$ cat config.mk
export PLATFORM = sky130hd
export DESIGN_NAME = reduce100_seq
export DESIGN_NICKNAME = d
export VERILOG_FILES = /design/src/rtl/reduce_pkg.sv /design/src/rtl/reduce_chunk.sv /design/src/rtl/reduce100_seq.sv
export SDC_FILE = /design/constraint.sdc
export NUM_CORES = 1
export LEC_CHECK = 0
export BUFFER_PORTS_ARGS = -buffer_cell sky130_fd_sc_hd__clkbuf_2
export CAP_MARGIN = 15
export CORE_ASPECT_RATIO = 0.7
export CORE_UTILIZATION = 57
export DETAILED_ROUTE_END_ITERATION = 7
export PLACE_DENSITY = 0.81
export SYNTH_ARGS = -nofsm -noshare
export SYNTH_HDL_FRONTEND = slang
export SYNTH_SLANG_ARGS = --single-unit
export TNS_END_PERCENT = 1
$ cat constraint.sdc
create_clock -name clk -period 4.15 [get_ports clk]
set_clock_uncertainty 0.15 [all_clocks]
set_input_delay 0.6225 -clock clk [delete_from_list [all_inputs] [get_ports clk]]
set_output_delay 0.6225 -clock clk [all_outputs]
set_load 0.005 [all_outputs]
$ cat src/rtl/reduce_pkg.sv
// Shared types and helpers for the sequenced AND/OR/XOR reduction engine.
package reduce_pkg;

    typedef enum logic [1:0] {
        IDLE = 2'd0,
        RUN  = 2'd1,
        DONE = 2'd2
    } state_e;

    // Accumulator presets: the identity element of each reduction.
    localparam logic ACC_AND_INIT = 1'b1;
    localparam logic ACC_OR_INIT  = 1'b0;
    localparam logic ACC_XOR_INIT = 1'b0;

    function automatic int nbeats(input int width, input int chunk);
        return (width + chunk - 1) / chunk;
    endfunction

endpackage

$ cat src/rtl/reduce_chunk.sv
// Combinational AND/OR/XOR of one CHUNK-bit slice; masked-off bits act as
// the identity of each reduction so padding never changes a result.
module reduce_chunk #(
    parameter int CHUNK = 16
) (
    input  logic [CHUNK-1:0] data_i,
    input  logic [CHUNK-1:0] mask_i,
    output logic             and_o,
    output logic             or_o,
    output logic             xor_o
);

    assign and_o = &(data_i | ~mask_i);
    assign or_o  = |(data_i & mask_i);
    assign xor_o = ^(data_i & mask_i);

endmodule

$ cat src/rtl/reduce100_seq.sv
// Sequenced reduction engine: captures one WIDTH-bit vector and folds it into
// AND/OR/XOR accumulators CHUNK bits per cycle through one shared reduce_chunk.
module reduce100_seq
    import reduce_pkg::*;
#(
    parameter int WIDTH = 100,
    parameter int CHUNK = 16
) (
    input  logic             clk,
    input  logic             rst_n,
    input  logic             in_valid,
    output logic             in_ready,
    input  logic [WIDTH-1:0] in_data,
    output logic             out_valid,
    input  logic             out_ready,
    output logic             out_and,
    output logic             out_or,
    output logic             out_xor,
    output logic             busy
);

    localparam int NBEATS = nbeats(WIDTH, CHUNK);
    localparam int BW     = (NBEATS > 1) ? $clog2(NBEATS) : 1;
    localparam int PADW   = NBEATS * CHUNK;
    localparam logic [BW-1:0] LAST_BEAT = BW'(NBEATS - 1);

    state_e           state_q, state_d;
    logic [BW-1:0]    beat_q, beat_d;
    logic             drain_q, drain_d;
    logic [WIDTH-1:0] vec_q, vec_d;
    logic             acc_and_q, acc_and_d;
    logic             acc_or_q, acc_or_d;
    logic             acc_xor_q, acc_xor_d;
    logic             res_and_q, res_and_d;
    logic             res_or_q, res_or_d;
    logic             res_xor_q, res_xor_d;

    logic [PADW-1:0]  vec_pad;
    int               beat_base;
    logic [CHUNK-1:0] chunk_data;
    logic [CHUNK-1:0] chunk_mask;
    logic             chunk_and, chunk_or, chunk_xor;

    assign vec_pad    = PADW'(vec_q);
    assign beat_base  = int'(beat_q) * CHUNK;
    assign chunk_data = vec_pad[beat_base +: CHUNK];

    // Bits beyond WIDTH in the last slice are masked out.
    for (genvar gi = 0; gi < CHUNK; gi++) begin : g_mask
        assign chunk_mask[gi] = (beat_base + gi) < WIDTH;
    end

    reduce_chunk #(
        .CHUNK (CHUNK)
    ) u_chunk (
        .data_i (chunk_data),
        .mask_i (chunk_mask),
        .and_o  (chunk_and),
        .or_o   (chunk_or),
        .xor_o  (chunk_xor)
    );

    always_comb begin
        state_d   = state_q;
        beat_d    = beat_q;
        drain_d   = drain_q;
        vec_d     = vec_q;
        acc_and_d = acc_and_q;
        acc_or_d  = acc_or_q;
        acc_xor_d = acc_xor_q;
        res_and_d = res_and_q;
        res_or_d  = res_or_q;
        res_xor_d = res_xor_q;
        case (state_q)
            IDLE: begin
                if (in_valid) begin
                    vec_d     = in_data;
                    acc_and_d = ACC_AND_INIT;
                    acc_or_d  = ACC_OR_INIT;
                    acc_xor_d = ACC_XOR_INIT;
                    beat_d    = '0;
                    drain_d   = 1'b0;
                    state_d   = RUN;
                end
            end
            RUN: begin
                if (!drain_q) begin
                    acc_and_d = acc_and_q & chunk_and;
                    acc_or_d  = acc_or_q | chunk_or;
                    acc_xor_d = acc_xor_q ^ chunk_xor;
                    // Counter saturates on the last slice; drain_q marks the
                    // extra cycle that publishes the finished accumulators.
                    if (beat_q == LAST_BEAT) begin
                        drain_d = 1'b1;
                    end else begin
                        beat_d = beat_q + 1'b1;
                    end
                end else begin
                    res_and_d = acc_and_q;
                    res_or_d  = acc_or_q;
                    res_xor_d = acc_xor_q;
                    drain_d   = 1'b0;
                    state_d   = DONE;
                end
            end
            DONE: begin
                if (out_ready) begin
                    state_d = IDLE;
                end
            end
            default: state_d = IDLE;
        endcase
    end

    always_ff @(posedge clk or negedge rst_n) begin
        if (!rst_n) begin
            state_q   <= IDLE;
            beat_q    <= '0;
            drain_q   <= 1'b0;
            vec_q     <= '0;
            acc_and_q <= ACC_AND_INIT;
            acc_or_q  <= ACC_OR_INIT;
            acc_xor_q <= ACC_XOR_INIT;
            res_and_q <= 1'b0;
            res_or_q  <= 1'b0;
            res_xor_q <= 1'b0;
        end else begin
            state_q   <= state_d;
            beat_q    <= beat_d;
            drain_q   <= drain_d;
            vec_q     <= vec_d;
            acc_and_q <= acc_and_d;
            acc_or_q  <= acc_or_d;
            acc_xor_q <= acc_xor_d;
            res_and_q <= res_and_d;
            res_or_q  <= res_or_d;
            res_xor_q <= res_xor_d;
        end
    end

    assign in_ready  = (state_q == IDLE);
    assign out_valid = (state_q == DONE);
    assign busy      = (state_q != IDLE);
    assign out_and   = res_and_q;
    assign out_or    = res_or_q;
    assign out_xor   = res_xor_q;

endmodule

==> summary.txt, run 1 <==
Status
  • Status: finished clean

Worst setup path
  • Critical Path Stages: 11
  • Crit path required time: roughly 4.3 ns
  • Setup crit start kind: flop
  • Crit-path slowest cell: dfrtp_1
  • Crit-path cells: buf_4 > mux2i_1 > o21ai_0 > o21ai_0 > or2_2 > ha_1 > xor2_1 > xnor2_1 > xnor2_1 > or3_1 > a21oi_1
  • Flop-to-flop setup slack: between 0.7 and 0.8 ns
  • CP delay by family, top: flip-flops
  • Critical R2R Launch: beat_q[1]
  • CP Buf/Inv Count: 1
  • Critical path class: flop to flop
  • Register-to-Register Path Depth: 11
  • WP data arrival: between 3 and 4 ns
  • FF-to-FF End: acc_xor_q
  • Crit end category: flop
  • CP Max Fanout: 17
  • CP max stage delay: 0.77 ns

Route
  • Top layer in use: met4
  • Metal-1 WL: 6.41 mm
  • Wirelength per Cell: approximately 16 microns
  • Final WL: roughly 13 mm
  • 1st-pass router iterations: 4
  • Vias per std cell: 5.33
  • Met3 routed WL: 637 microns
  • Met2 routed WL: around 5.7 mm
  • 1st-iter DRT viols: 343
  • DRC viols: 0
  • Antenna Nets Post-Route: 0
  • Via count: 4399

GRT
  • Pin count of the biggest net entering global routing: 113
  • Gr usage total: 0.281
  • Number of global-route vias before repair: roughly 4300
  • Initial antenna violation count: 0
  • First-pass GRT wire length: 21.8 mm
  • Grt total ovfl: 0

Clocking
  • Num CTS Buffers: 9
  • Clk pin slew, worst setup/hold paths: around 0.080 ns
  • Worst-skew pair later-pin latency: 0.35 ns
  • Postcts setup bufs: 0
  • Max clock buf depth: 2
  • H-tree depth: 3
  • TritonCTS clock tree: yes
  • # clock sinks: 112
  • Post-CTS sizing: 0
  • Post-CTS Hold Fix Bufs: 0
  • Root Driver: clkbuf_16

Power and ir drop
  • Sequential power share: 0.363
  • Overall power: approximately 5.6 mW
  • Sw frac: 0.405
  • P_int: 3.33 mW
  • Clock share of power: 0.162
  • P_sw: 2.27 mW
  • Leakage: 3.43 nW
  • Logic pwr share: 0.476
  • Pwr dens: between 800 and 900 nW/um^2
  • Worst IR Drop VDD: 423 uV

Yosys
  • Syn_area_per_cell: just over 9 sq um
  • Sequential element share of the synthesized area: 0.508
  • Yosys cell types: 45
  • Synthesized cell area: 5520 sq um
  • Post-synthesis cell count: 608
  • Mapped Nets: 724
  • Area fraction of the dominant cell type after synthesis: 0.503
  • Yosys warns: 0
  • Cell taking the most area after synthesis: dfrtp_1
  • Post-synthesis register bit count: 112
  • Main area contributors after synthesis: dfrtp_1, nand2_1, mux4_1

STA
  • RSZ-0062 raised after global routing: false
  • Period utilization: 0.808
  • Fmax: 298 MHz
  • # setup viols final: 0
  • Slew @ Worst Pin: 1.04 ns
  • Hold Slack: 0.199 ns
  • TNS Setup: 0 ns
  • Slew Limit Fails: 0
  • Rel. slew slack: 0.308
  • Tmin final: 3.35 ns
  • Endpoints failing hold: 0
  • PnR worst setup slack: 0.797 ns

Placement
  • Place WS: roughly 0.86 ns
  • GP Congestion: around 0.89
  • HPWL Detailed: 9.10 mm
  • I/O Buffers: 109

Die
  • # IOs: 110
  • Row cnt: 29
  • Die W: about 120 microns
  • Die area: 10100 sq um
  • Starting Density: 0.599
  • Core box area: 9220 sq um
  • Vert. Die Dim: approximately 84 microns

Final layout
  • Most common cell after layout, fill and taps aside: nand2_1
  • Fill count: 750
  • Register area: 2800 sq um
  • Net count, final: 813
  • Area of the multi-input gates: approximately 2500 sq um
  • N_diodes: 0
  • Layout area overhead: 16.1%
  • Most frequent cells in the layout: nand2_1, dfrtp_1, clkbuf_2
  • Layout cells sized above 1: 0.222

Run
  • Max-cap violations: 0

Worst hold path
  • Worst min path class: input port to async pin
## per-stage QoR
| step | area, sq um | utilization | cells |
|---|---|---|---|
| floorplan | 5520 | - | 608 |
| global placement | 6100 | 0.662 | 810 |
| detailed placement | 6100 | 0.662 | 810 |
| CTS | 6410 | 0.696 | 826 |
| global route | 6410 | 0.696 | 826 |
| finish | 6410 | 0.696 | 826 |
## worst register-to-register path: stages (launching register included)
cell and delay, ns:
dfrtp_1 0.77, buf_4 0.32, mux2i_1 0.12, o21ai_0 0.26
o21ai_0 0.16, or2_2 0.31, ha_1 0.31, xor2_1 0.16
xnor2_1 0.14, xnor2_1 0.14, or3_1 0.31, a21oi_1 0.14
## state kept, by name (all words and copies together), names as in the netlist
name       cells
out_and        1
vec_q        100
state_q        2
acc_and_q      1
acc_or_q       1
beat_q         3
drain_q        1
out_xor        1
out_or         1
acc_xor_q      1
## area by class of cell
class / instances / area share
clock buffer: 9 / 0.0351
clock inverter: 7 / 0.0131
inverter: 5 / 0.00293
multi-input combinational: 456 / 0.393
sequential: 112 / 0.437
tap: 124 / 0.0242
timing repair buffer: 113 / 0.0941
## layer usage
layer  up-vias  global-route usage
met4         0              0.0636
met2       114               0.419
met1      2108               0.427
met5         -                   0
met3        11              0.0543
li1       2166                   -
## how the worst max path moves through the flow
stage                    from         to  slack [ns]
finish              beat_q[1]  acc_xor_q        0.80
CTS                 beat_q[1]  acc_xor_q        0.83
global route        beat_q[0]  acc_xor_q        0.51
detailed placement  beat_q[0]  acc_xor_q        0.86
floorplan           beat_q[0]  acc_xor_q        1.31
global placement    beat_q[0]  acc_xor_q        0.94
## logic make-up (layout without fill, tap and decap cells)
kind of cell	count (synthesis)	in the layout	share of synthesized area
AOI/OAI and AO/OA	48	48	0.0601
xor gates and xnor gates	7	7	0.0111
adders and majority gates	12	12	0.0272
buffers and inverters	40	134	0.0374
DFF	112	112	0.508
muxes	35	35	0.100
and+or+nand+nor	354	354	0.256
## power groups by stage
stage          Clock (mW)  Combinational (mW)  Sequential, mW
6_report            0.905                2.67            2.03
5_1_grt             0.970                3.00            2.09
4_1_cts             0.919                2.67            2.02
3_5_place_dp            0                2.65            2.04
3_3_place_gp            0                2.57            2.01
2_1_floorplan           0                2.18            1.84
## synthesized netlist by cell type
cell type / instances
a41oi_2: 1
clkbuf_1: 22
o311ai_4: 1
a21oi_2: 1
and2_1: 2
nand2b_1: 2
dfrtp_1: 111
and3_1: 2
buf_8: 1
nor2b_1: 2
ha_1: 12
xnor2_1: 5
a21oi_1: 8
mux4_2: 2
mux4_1: 10
o21ai_0: 16
nand2_1: 313
nand3b_1: 5
nand3_1: 8
o31ai_1: 1
clkbuf_4: 1
o31ai_2: 1
xor2_1: 2
o31a_1: 1
buf_12: 1
nor3b_1: 2
a211oi_1: 3
nor3_1: 1
dfstp_2: 1
mux2_2: 13
nor2_1: 7
mux2i_1: 10
nand4_1: 5
buf_1: 1
o22a_1: 1
or3b_2: 1
buf_6: 1
buf_2: 5
inv_1: 4
or3_1: 1
buf_4: 3
or2_2: 3
inv_2: 1
o21ai_1: 2
a22oi_1: 12
Power figures use the tool's default switching activity.
==> inputs of run 2 (changes only) <==
--- a/config.mk
+++ b/config.mk
@@ -5,12 +5,13 @@
 export SDC_FILE = /design/constraint.sdc
 export NUM_CORES = 1
 export LEC_CHECK = 0
+export ABC_AREA = 1
 export BUFFER_PORTS_ARGS = -buffer_cell sky130_fd_sc_hd__clkbuf_2
 export CAP_MARGIN = 15
 export CORE_ASPECT_RATIO = 0.7
-export CORE_UTILIZATION = 57
+export CORE_UTILIZATION = 56
 export DETAILED_ROUTE_END_ITERATION = 7
-export PLACE_DENSITY = 0.81
+export PLACE_DENSITY = 0.8
 export SYNTH_ARGS = -nofsm -noshare
 export SYNTH_HDL_FRONTEND = slang
 export SYNTH_SLANG_ARGS = --single-unit
==> constraint.sdc (replaced) <==
create_clock -name clk -period 3.5 [get_ports clk]
set_clock_uncertainty 0.15 [all_clocks]
set_input_delay 0.525 -clock clk [delete_from_list [all_inputs] [get_ports clk]]
set_output_delay 0.525 -clock clk [all_outputs]
set_load 0.005 [all_outputs]
==> summary.txt, run 2 <==
Status
  • Status: finished clean (unchanged)

Die
  • Core box area: 9720 sq um (was 9220 sq um)
  • Row cnt: 30 (was 29)
  • Die W: 122 microns (was 120 microns)
  • Vert. Die Dim: 86.0 microns (was 84.3 microns)
  • Starting Density: 0.580 (was 0.599)
  • # IOs: 110 (unchanged)
  • Die area: 10500 sq um (was 10100 sq um)

STA
  • Rel. slew slack: 0.391 (was 0.308)
  • Period utilization: 0.828 (was 0.808)
  • # setup viols final: 0 (unchanged)
  • Fmax: 345 MHz (was 298 MHz)
  • Slew @ Worst Pin: 0.914 ns (was 1.04 ns)
  • Slew Limit Fails: 0 (unchanged)
  • TNS Setup: 0 ns (unchanged)
  • PnR worst setup slack: 0.600 ns (was 0.797 ns)
  • Endpoints failing hold: 0 (unchanged)
  • Tmin final: 2.90 ns (was 3.35 ns)
  • RSZ-0062 raised after global routing: false (unchanged)

Route
  • 1st-iter DRT viols: 457 (was 343)
  • Top layer in use: met4 (unchanged)
  • 1st-pass router iterations: 7 (was 4)
  • Vias per std cell: 5.16 (was 5.33)
  • Via count: 5088 (was 4399)
  • Antenna Nets Post-Route: 0 (unchanged)
  • Metal-1 WL: 6.60 mm (was 6.41 mm)
  • Wirelength per Cell: 14.2 microns (was 15.6 microns)
  • Final WL: 14.0 mm (was 12.9 mm)
  • Met3 routed WL: 1.10 mm (was 637 microns)
  • Met2 routed WL: 6.20 mm (was 5.70 mm)
  • DRC viols: 0 (unchanged)

Yosys
  • Area fraction of the dominant cell type after synthesis: 0.492 (was 0.503)
  • Most common cell in the netlist: nand2_1 (unchanged)
  • Cell taking the most area after synthesis: dfrtp_1 (unchanged)
  • Post-synth ARST share: 1.00 (unchanged)
  • Number of synthesized flops with an enable pin: 0 (unchanged)
  • Post-synthesis cell count: 763 (was 608)
  • Mapped Nets: 879 (was 724)
  • Post-synthesis register bit count: 112 (unchanged)
  • Synth cell count leaders: nand2_1, dfrtp_1, inv_1 (was nand2_1, dfrtp_1, clkbuf_1)
  • Yosys cell types: 24 (was 45)
  • Sequential element share of the synthesized area: 0.497 (was 0.508)
  • Main area contributors after synthesis: dfrtp_1, nand2_1, o21ai_0 (was dfrtp_1, nand2_1, mux4_1)
  • Yosys warns: 0 (unchanged)
  • Syn_area_per_cell: 7.39 sq um (was 9.08 sq um)
  • Synthesized cell area: 5640 sq um (was 5520 sq um)
  • Dominant register cell in the synthesized netlist: dfrtp_1 (unchanged)

Clocking
  • Clk pin slew, worst setup/hold paths: 0.07 ns (was 0.08 ns)
  • H-tree depth: 3 (unchanged)
  • Postcts setup bufs: 0 (unchanged)
  • TritonCTS clock tree: yes (unchanged)
  • Num CTS Buffers: 9 (unchanged)
  • Worst-skew pair later-pin latency: 0.35 ns (about the same)
  • Post-CTS Hold Fix Bufs: 0 (unchanged)
  • Root Driver: clkbuf_16 (unchanged)
  • Post-CTS sizing: 0 (unchanged)
  • # clock sinks: 112 (unchanged)
  • Max clock buf depth: 2 (unchanged)

GRT
  • First-pass GRT wire length: 23.3 mm (was 21.8 mm)
  • Number of global-route vias before repair: 4863 (was 4342)
  • Gr usage total: 0.290 (was 0.281)
  • Pin count of the biggest net entering global routing: 74 (was 113)
  • Initial antenna violation count: 0 (unchanged)
  • Grt total ovfl: 0 (unchanged)

Final layout
  • Most common cell after layout, fill and taps aside: nand2_1 (unchanged)
  • Most frequent cells in the layout: nand2_1, dfrtp_1, clkbuf_2 (unchanged)
  • Layout area overhead: 15.9% (was 16.1%)
  • Net count, final: 970 (was 813)
  • Fill count: 807 (was 750)
  • Area of the multi-input gates: 2320 sq um (was 2520 sq um)
  • Final std cells w/o fill: 986 (was 826)
  • Top reg by flops: vec_q (unchanged)
  • N_diodes: 0 (unchanged)
  • Final Util: 0.673 (was 0.696)
  • Max reg flops: 100 (unchanged)
  • Layout cells sized above 1: 0.162 (was 0.222)
  • Biggest regs: vec_q: 100 flops, beat_q: 3 flops, state_q: 2 flops (unchanged)
  • Cell area after layout: 6540 sq um (was 6410 sq um)
  • Register area: 2810 sq um (was 2800 sq um)

Power and ir drop
  • Worst IR Drop VDD: 671 uV (was 423 uV)
  • Pwr dens: 1020 nW/um^2 (was 874 nW/um^2)
  • Leakage: 3.61 nW (was 3.43 nW)

Worst setup path
  • Crit-path cells: inv_2 > buf_4 > nor2_1 > nor2_1 > o21ai_1 > nand2_1 > inv_1 > ha_1 > xnor2_1 > xnor2_1 > xnor2_1 > nand2_1 > o21ai_0 > a21oi_1 (was buf_4 > mux2i_1 > o21ai_0 > o21ai_0 > or2_2 > ha_1 > xor2_1 > xnor2_1 > xnor2_1 > or3_1 > a21oi_1)
  • Crit path required time: 3.59 ns (was 4.27 ns)
  • Most frequent CP cell: xnor2_1
  • CP Max Fanout: 39 (was 17)
  • Critical path class: flop to flop (unchanged)
  • FF-to-FF End: acc_xor_q (unchanged)
  • WP data arrival: 2.99 ns (was 3.47 ns)
  • Setup crit start kind: flop (unchanged)
  • Critical R2R Launch: beat_q[0] (was beat_q[1])
  • Register-to-Register Path Depth: 14 (was 11)
  • Crit-path slowest cell: inv_2 (was dfrtp_1)
  • CP max stage delay: 0.49 ns (was 0.77 ns)
  • Crit end category: flop (unchanged)
  • Flop-to-flop setup slack: 0.60 ns (was 0.80 ns)

Placement
  • Placed Cells: 971 (was 810)
  • HPWL Detailed: 9.71 mm (was 9.10 mm)
  • I/O Buffers: 109 (unchanged)
  • Placed inst area: 6250 sq um (was 6100 sq um)
  • GP Congestion: 0.912 (was 0.890)
  • Place WS: 0.677 ns (was 0.864 ns)

Run
  • Max-cap violations: 0 (unchanged)

Worst hold path
  • Worst min path class: input port to async pin (unchanged)
-- run 2: stage by stage --
stage,power (mW),hold slack [ns]
global route,7.26,0.203
detailed placement,5.57,0.302
finish,6.67,0.153
global placement,5.46,0.299
floorplan,4.78,0.0794
CTS,6.64,0.191
-- run 2: kinds of logic (layout without fill, tap and decap cells) --
logic type,Yosys count,after routing,share of synthesized area
xor gates and xnor gates,7,7,0.0109
and+or+nand+nor,419,419,0.293
buffers and inverters,124,219,0.0923
muxes,1,1,0.00200
adders and majority gates,12,12,0.0266
AOI/OAI and AO/OA,88,88,0.0787
DFF,112,112,0.497
-- run 2: final cells by class --
class,count,area share
clock buffers,12,0.0377
clock inverters,3,0.00650
inverters,85,0.0492
multi-input cells,527,0.354
flip-flops and latches,112,0.429
well taps,128,0.0245
repair buffers,119,0.0991
-- run 2: worst max-delay path by stage --
| stage | from | endpoint | slack, ns | cells past startpoint |
|---|---|---|---|---|
| floorplan | beat_q[0] | acc_xor_q | 1.10 | 15 |
| global placement | beat_q[0] | acc_xor_q | 0.72 | 14 |
| detailed placement | beat_q[0] | acc_xor_q | 0.68 | 14 |
| CTS | beat_q[0] | acc_xor_q | 0.63 | 14 |
| global route | beat_q[0] | acc_xor_q | 0.44 | 14 |
| finish | beat_q[0] | acc_xor_q | 0.60 | 14 |
-- run 2: power breakdown --
part / internal, mW / total [mW] / switching [mW]
Clock: 0.571 / 1.03 / 0.461
Sequential: 1.92 / 2.22 / 0.295
Combinational: 1.32 / 3.42 / 2.10
Total: 3.81 / 6.67 / 2.85
-- run 2: critical path, delay by kind of cell, from the launching register on --
family                     cells  cell delay [ns]
xor gates and xnor gates       3             0.54
buffers and inverters          3             0.78
adders and majority gates      1             0.27
AOI/OAI and AO/OA              3             0.29
DFF                            1             0.41
and+or+nand+nor                4             0.35
-- run 2: per-layer routing --
layer  global-route usage  up-vias
li1                     -     2510
met1                0.418     2356
met2                0.449      207
met3               0.0705       15
met4               0.0550        0
met5                    0        -
==> inputs of run 3 (changes only) <==
==> constraint.sdc (replaced) <==
create_clock -name clk -period 2.9 [get_ports clk]
set_clock_uncertainty 0.15 [all_clocks]
set_input_delay 0.435 -clock clk [delete_from_list [all_inputs] [get_ports clk]]
set_output_delay 0.435 -clock clk [all_outputs]
set_load 0.005 [all_outputs]
==> summary.txt, run 3 (synthesis results as in run 2) <==
Worst setup path
  • Crit-path slowest cell: dfrtp_2 (was inv_2)
  • CP delay by family, top: XOR/XNOR gates (was buffers and inverters)
  • CP Buf/Inv Count: 1 (was 3)
  • WP data arrival: 2.85 ns (was 2.99 ns)
  • Critical R2R Launch: beat_q[0] (unchanged)
  • Setup crit start kind: flop (unchanged)
  • Critical Path Source: beat_q[0] (unchanged)
  • Crit path required time: 2.99 ns (was 3.59 ns)
  • Crit end category: flop (unchanged)
  • CP Max Fanout: 19 (was 39)
  • CP max stage delay: 0.40 ns (was 0.49 ns)
  • Crit-path cells: buf_4 > nand2_1 > a21oi_1 > nor2_1 > and2_1 > ha_1 > xor2_1 > xnor2_1 > xnor2_1 > nand2_1 > o21ai_0 > a21oi_1 (was inv_2 > buf_4 > nor2_1 > nor2_1 > o21ai_1 > nand2_1 > inv_1 > ha_1 > xnor2_1 > xnor2_1 > xnor2_1 > nand2_1 > o21ai_0 > a21oi_1)
  • Critical path class: flop to flop (unchanged)

Final layout
  • N_diodes: 0 (unchanged)
  • Max reg flops: 100 (unchanged)
  • Layout cells sized above 1: 0.170 (was 0.162)
  • Most common cell after layout, fill and taps aside: nand2_1 (unchanged)
  • Top reg by flops: vec_q (unchanged)
  • Net count, final: 975 (was 970)
  • Layout area overhead: 17.1% (was 15.9%)
  • Fill count: 842 (was 807)
  • Most frequent cells in the layout: nand2_1, dfrtp_1, clkbuf_2 (unchanged)
  • Biggest regs: vec_q: 100 flops, beat_q: 3 flops, state_q: 2 flops (unchanged)

STA
  • Slew Limit Fails: 0 (unchanged)
  • Period utilization: 0.954 (was 0.828)
  • Slew @ Worst Pin: 0.586 ns (was 0.914 ns)
  • TNS Setup: 0 ns (unchanged)
  • PnR worst setup slack: 0.133 ns (was 0.600 ns)
  • Tmin final: 2.77 ns (was 2.90 ns)
  • RSZ-0062 raised after global routing: false (unchanged)
  • Endpoints failing hold: 0 (unchanged)
  • Fmax: 361 MHz (was 345 MHz)
  • # setup viols final: 0 (unchanged)
  • Rel. slew slack: 0.605 (was 0.391)

Placement
  • I/O Buffers: 109 (unchanged)
  • GP Congestion: 0.934 (was 0.912)
  • HPWL Detailed: 10.2 mm (was 9.71 mm)
  • Place WS: 0.198 ns (was 0.677 ns)

Power and ir drop
  • Leakage: 3.65 nW (was 3.61 nW)
  • Pwr dens: 1230 nW/um^2 (was 1020 nW/um^2)
  • Worst IR Drop VDD: 626 uV (was 671 uV)

GRT
  • Pin count of the biggest net entering global routing: 73 (was 74)
  • First-pass GRT wire length: 23.1 mm (was 23.3 mm)
  • Number of global-route vias before repair: 4866 (was 4863)
  • Gr usage total: 0.286 (was 0.290)
  • Initial antenna violation count: 0 (unchanged)
  • Grt total ovfl: 0 (unchanged)

Die
  • Starting Density: 0.580 (unchanged)
  • Row cnt: 30 (unchanged)
  • Core box area: 9720 sq um (unchanged)
  • # IOs: 110 (unchanged)
  • Vert. Die Dim: 86.0 microns (unchanged)
  • Die W: 122 microns (unchanged)
  • Die area: 10500 sq um (unchanged)

Clocking
  • # clock sinks: 112 (unchanged)
  • Clk pin slew, worst setup/hold paths: 0.08 ns (was 0.07 ns)
  • Worst-skew pair later-pin latency: 0.36 ns (was 0.35 ns)
  • TritonCTS clock tree: yes (unchanged)
  • Root Driver: clkbuf_16 (unchanged)
  • Num CTS Buffers: 9 (unchanged)
  • Max clock buf depth: 2 (unchanged)
  • H-tree depth: 3 (unchanged)

Route
  • 1st-pass router iterations: 4 (was 7)
  • Wirelength per Cell: 13.9 microns (was 14.2 microns)
  • Antenna Nets Post-Route: 0 (unchanged)
  • Via count: 5062 (was 5088)
  • DRC viols: 0 (unchanged)
  • 1st-iter DRT viols: 356 (was 457)
  • Vias per std cell: 5.10 (was 5.16)
  • Final WL: 13.8 mm (was 14.0 mm)

Run
  • Max-cap violations: 0 (unchanged)

Status
  • Status: finished clean (unchanged)

Worst hold path
  • Hold path start: out_ready
  • Worst min path class: input port to flop (was input port to async pin)
## run 3: cell types whose count changed in the layout (fill, tap and decap cells not counted), sizes merged
cell	before	now
buf	11	15
clkbuf	120	117
clkinv	1	4
inv	85	87
clkinvlp	1	0
dlygate4sd3	0	1
## run 3: layout make-up
cell class | instances | area [sq um] | area share
Inverter | 85 | 324 | 0.0491
Multi-Input combinational cell | 527 | 2320 | 0.352
Sequential cell | 112 | 2810 | 0.425
Timing Repair Buffer | 124 | 688 | 0.104
Tap cell | 128 | 160 | 0.0242
Clock buffer | 9 | 225 | 0.0341
Clock inverter | 7 | 78.8 | 0.0119
## run 3: power breakdown
| part | internal (mW) | switching (mW) |
|---|---|---|
| logic | 1.64 | 2.55 |
| registers | 2.32 | 0.342 |
| clock network | 0.680 | 0.593 |
## run 3: what timing repair did
item / in CTS / in global routing
hold buffers: 1 / 0
endpoints found under the setup margin: 0 / 1
gates resized for setup: 0 / 4
buffers inserted: 0 / 0
endpoints found under the hold margin: 43 / 0
## run 3: path summary, 6_finish.rpt
check / endpoint / slack [ns] / depth (start not counted)
worst max register to register: acc_xor_q / 0.13 / 12
worst min-delay path: state_q[1] / 0.12 / 2
min in group asynchronous: vec_q[20] / 0.47 / 2
worst min register to register: acc_and_q / 0.31 / 2
worst max-delay path: acc_xor_q / 0.13 / 12
max in group asynchronous: vec_q[59] / 1.41 / 3
## run 3: layer usage
layer	vias to the layer above	track usage	wire length [microns]
li1	2528	-	-
met4	0	0.0808	152
met2	171	0.439	6220
met1	2349	0.405	6490
met5	-	0	0
met3	14	0.0685	952
## run 3: through the flow
stage	instances	total power, mW	utilization	hold WS (ns)	instance area, sq um
finish	992	8.12	0.679	0.118	6610
global route	992	8.86	0.679	0.116	6610
detailed placement	975	6.79	0.646	0.303	6280
CTS	992	8.10	0.679	0.109	6600
floorplan	763	5.77	-	-0.0106	5640
global placement	975	6.66	0.646	0.301	6280
